==> config.mk <==
export PLATFORM = sky130hd
export DESIGN_NAME = data_writer
export DESIGN_NICKNAME = d
export VERILOG_FILES = /design/src/rtl/data_writer.sv
export SDC_FILE = /design/constraint.sdc
export NUM_CORES = 1
export LEC_CHECK = 0
export BUFFER_PORTS_ARGS = -buffer_cell sky130_fd_sc_hd__buf_2
export CORE_MARGIN = 2
export CORE_UTILIZATION = 50
export DETAILED_ROUTE_END_ITERATION = 6
export GPL_TIMING_DRIVEN = 0
export PLACE_DENSITY = 0.72
export SKIP_LAST_GASP = 1
export SLEW_MARGIN = 20
export SYNTH_ARGS = -nofsm -noshare
export SYNTH_HDL_FRONTEND = slang
export SYNTH_SLANG_ARGS = --single-unit
==> constraint.sdc <==
create_clock -name clk -period 7.6 [get_ports clk]
set_input_delay 0.76 -clock clk [delete_from_list [all_inputs] [get_ports clk]]
set_output_delay 0.76 -clock clk [all_outputs]
set_load 0.02 [all_outputs]
==> src/rtl/data_writer.sv <==
// Stores bytes strobed in by a UART receiver into a byte-wide RAM, one write
// per rising edge of Rx_tick, and raises fin once NUM_BYTES bytes are stored.
module data_writer #(
  parameter int ADDR_W    = 16,
  parameter int NUM_BYTES = 65536
) (
  input  logic              clk,
  input  logic              rst_n,
  input  logic [7:0]        Din,
  input  logic              Rx_tick,
  output logic              Wen,
  output logic [ADDR_W-1:0] Addr,
  output logic [7:0]        Dout,
  output logic              fin
);

  typedef enum logic [1:0] {
    IDLE  = 2'd0,
    WRITE = 2'd1,
    DONE  = 2'd2
  } state_t;

  // The count is one bit wider than Addr so NUM_BYTES = 2**ADDR_W is reachable.
  localparam logic [ADDR_W:0]   LAST_COUNT = (ADDR_W + 1)'(NUM_BYTES);
  localparam logic [ADDR_W:0]   COUNT_ONE  = (ADDR_W + 1)'(1);
  localparam logic [ADDR_W-1:0] ADDR_ONE   = ADDR_W'(1);

  state_t            state_q;
  logic              rx_q;
  logic              wen_q;
  logic              fin_q;
  logic [ADDR_W-1:0] addr_q;
  logic [7:0]        dout_q;
  logic [ADDR_W:0]   count_q;
  logic [ADDR_W:0]   count_d;
  logic              byte_event;

  assign byte_event = Rx_tick & ~rx_q;
  assign count_d    = count_q + COUNT_ONE;

  always_ff @(posedge clk or negedge rst_n) begin
    if (!rst_n) begin
      state_q <= IDLE;
      rx_q    <= 1'b0;
      wen_q   <= 1'b0;
      fin_q   <= 1'b0;
      addr_q  <= '0;
      dout_q  <= '0;
      count_q <= '0;
    end else begin
      rx_q <= Rx_tick;
      case (state_q)
        IDLE: begin
          wen_q <= 1'b0;
          if (byte_event) begin
            dout_q  <= Din;
            wen_q   <= 1'b1;
            state_q <= WRITE;
          end
        end
        WRITE: begin
          // Events arriving during the write cycle are dropped on purpose.
          wen_q   <= 1'b0;
          count_q <= count_d;
          if (count_d == LAST_COUNT) begin
            fin_q   <= 1'b1;
            state_q <= DONE;
          end else begin
            addr_q  <= addr_q + ADDR_ONE;
            state_q <= IDLE;
          end
        end
        DONE: begin
          wen_q <= 1'b0;
          fin_q <= 1'b1;
        end
        default: begin
          wen_q   <= 1'b0;
          state_q <= IDLE;
        end
      endcase
    end
  end

  assign Wen  = wen_q;
  assign Addr = addr_q;
  assign Dout = dout_q;
  assign fin  = fin_q;

endmodule

==> results.ini <==
[status]
status=finished, final reports clean

[synthesis]
synth_common_cells=dfrtp_1 (46), nand2_1 (24), xor2_1 (19)
syn-num-nets=222
syn_area_per_cell_um2=11.1
synth_top_area_cell=dfrtp_1
yosysWarningCount=0
synth_async_sr_flop_share_pct=100
synth-edff-count=0
ys_ff_latch=46
yosys.cell_types.count=46
synth_flop_cell=dfrtp_1
synth_top_area_share_pct=49.8
syn_inst=208
synth_area_um2=2310
yosysSeqAreaShare_pct=49.8
synth.most_common_cell=dfrtp_1
synthTopCellsByArea=dfrtp_1 (50%), xor2_1 (7.2%), xnor2_1 (5.3%)

[clock_network]
htree_levels=2
path_clk_slew_ns=0.09
cts_tree=done
holdBufCountCts=0
cts-root-buf=clkbuf_8
insertion_delay_ns=0.29
clock_sinks=46
numCtsBuffers=5
cts_resized=0
cts_buffer_depth=2
cts_setup_buffers=0

[die]
die_width_um=72.0
core_area_um2=4410
fp.dieH_um=72.0
rows=24
io-pin-count=37
initial_core_util_pct=52.4
fp.dieArea_um2=5180

[global_route]
antenna_found_initial=0
grtUsageTotal_pct=17.6
overflow=0
grt_pass1_wl_um=7200
grt_pass1_vias=1535
grt_max_degree=47

[timing]
skew_ns=0.00607
final_hold_viol_count=0
fmax_mhz=332
setup-tns-final_ns=0
rsz0062_at_grt=no
drv_slew=0
period_minus_slack_ns=3.01
setup_violations=0
max_slew_margin_pct=38.4
finalCritPeriodShare_pct=39.6
worst_pin_slew_ns=0.922

[power]
p_sw_share_pct=32.8
p_comb_share_pct=21.9
p_int_mw=0.406
power_frac_clock_pct=25.3
p_total_mw=0.605
vdd_drop_max_mv=0.129
power_leakage_nw=1.27
seqPwrFrac_pct=52.8
power_density_nw_per_um2=228
p_sw_mw=0.199

[layout]
fin_nets=265
drive_above_1_share_pct=29.4
area_delta_synth_final_pct=14.8
multiInputGateArea_um2=1110
regArea_um2=1150
diodes=0
nFillCells=369

[routing]
wirelength_um=4160
vias=1632
vias_per_cell=5.37
wl_per_cell_um=13.7
dr.pass1.iters=4
detail-route-antenna-nets=0
drc=0
drt_iter0_markers=132

[job]
drv_cap=0

[setup_path]
reg2reg_depth=9
worst-setup-path-type=reg2reg
rr_startpoint=count_q[0]
r2r_setup_slack_ns=4.59
cp_slowest_cell=a2111oi_4
endpoint_kind=flop
worstSetupStartpointType=flop
r2r_end=Addr[12]
max_stage_delay_ns=0.60
required_ns=7.77
path_max_fanout=10
arrival_ns=3.18
cp_cell_sequence=ha_1, nand4_2, nor4_1, mux2i_1, o2111ai_2, a2111oi_4, buf_6, nor3_1, xor2_1

[placed_design]
place.gp.congestion=0.819
hpwl_um=2910
io_buffers=36

[min_path]
hold_path_class=in2async

## power groups by stage
stage	registers [mW]	logic (mW)	clock network, mW
4_1_cts	0.319	0.134	0.161
5_1_grt	0.326	0.148	0.169
3_3_place_gp	0.323	0.131	0
2_1_floorplan	0.342	0.0664	0
3_5_place_dp	0.324	0.134	0
6_report	0.319	0.133	0.153
## area by class of cell
| class | count | area share [%] |
|---|---|---|
| plain buffers | 7 | 1.56 |
| repair buffers | 36 | 6.88 |
| clock buffers | 6 | 3.11 |
| well taps | 52 | 2.45 |
| multi-input cells | 152 | 41.8 |
| flip-flops and latches | 46 | 43.4 |
| clock inverters | 2 | 0.471 |
| inverters | 3 | 0.424 |
## through the flow
| step | setup WS, ns | area (um^2) | utilization [%] | instances | hold WS, ns |
|---|---|---|---|---|---|
| 2_1_floorplan | 5.06 | 2310 | - | 208 | 0.430 |
| 3_3_place_gp | 4.66 | 2560 | 57.9 | 296 | 0.432 |
| 3_5_place_dp | 4.65 | 2560 | 57.9 | 296 | 0.454 |
| 4_1_cts | 4.62 | 2650 | 60.1 | 304 | 0.467 |
| 5_1_grt | 4.38 | 2660 | 60.1 | 304 | 0.473 |
| 6_report | 4.59 | 2660 | 60.1 | 304 | 0.445 |
## worst max-delay path: cells and delay by family (launching register included)
kind,cells,cell delay (ns)
AOI/OAI and AO/OA,2,0.78
and+or+nand+nor,3,0.72
adders and majority gates,1,0.27
buffers and inverters,1,0.25
muxes,1,0.29
DFF,1,0.42
xor gates and xnor gates,1,0.15
## metal layers
layer	part of all wire, %	GRT usage, %	up-vias
li1	-	-	817
met2	46	26.2	43
met1	48	25.7	770
met4	0.50	5.66	0
met5	0	0	-
met3	5.1	4.17	2
## kinds of logic (layout without fill, tap and decap cells)
kind of cell | count (synthesis) | after routing | share of synthesized area (%)
xor gates and xnor gates | 33 | 33 | 12.5
DFF | 46 | 46 | 49.8
buffers and inverters | 10 | 54 | 2.27
AOI/OAI and AO/OA | 12 | 12 | 4.82
adders and majority gates | 3 | 3 | 1.62
muxes | 10 | 10 | 4.82
and+or+nand+nor | 94 | 94 | 24.2
## worst max path at each step
stage,slack (ns),cells past startpoint,to,from
2_1_floorplan,5.06,9,Addr[12],count_q[0]
3_3_place_gp,4.66,9,Addr[12],count_q[0]
3_5_place_dp,4.65,9,Addr[12],count_q[0]
4_1_cts,4.62,9,Addr[12],count_q[0]
5_1_grt,4.38,9,Addr[11],count_q[0]
6_report,4.59,9,Addr[12],count_q[0]
## cells in the final DEF, fill, tap and decap left out, types with 2 or more instances in the layout
cell | synthesis | final
buf_2 | 2 | 37
and3_1 | 2 | 2
nor2b_1 | 2 | 2
xor2_1 | 19 | 19
nor4_1 | 5 | 5
nand2_1 | 24 | 24
nand3_1 | 12 | 12
mux2_2 | 8 | 8
nor2_1 | 13 | 13
nor3_1 | 9 | 9
xnor2_1 | 14 | 14
nor4_4 | 2 | 2
nand2b_1 | 2 | 2
clkbuf_8 | 0 | 6
buf_4 | 1 | 2
nor4b_1 | 2 | 2
inv_1 | 3 | 3
ha_1 | 3 | 3
o21ai_0 | 2 | 2
a21o_1 | 2 | 2
nand4_1 | 6 | 6
or2_2 | 4 | 4
clkbuf_1 | 2 | 2
dfrtp_1 | 46 | 46
## sequential cells by signal, summed over array words and instances (netlist names)
signal and cells:
fin 1, Addr 16, Dout 8, Wen 1, count_q 17, state_q 2, rx_q 1
No activity file was read; power rests on OpenSTA's default activity.
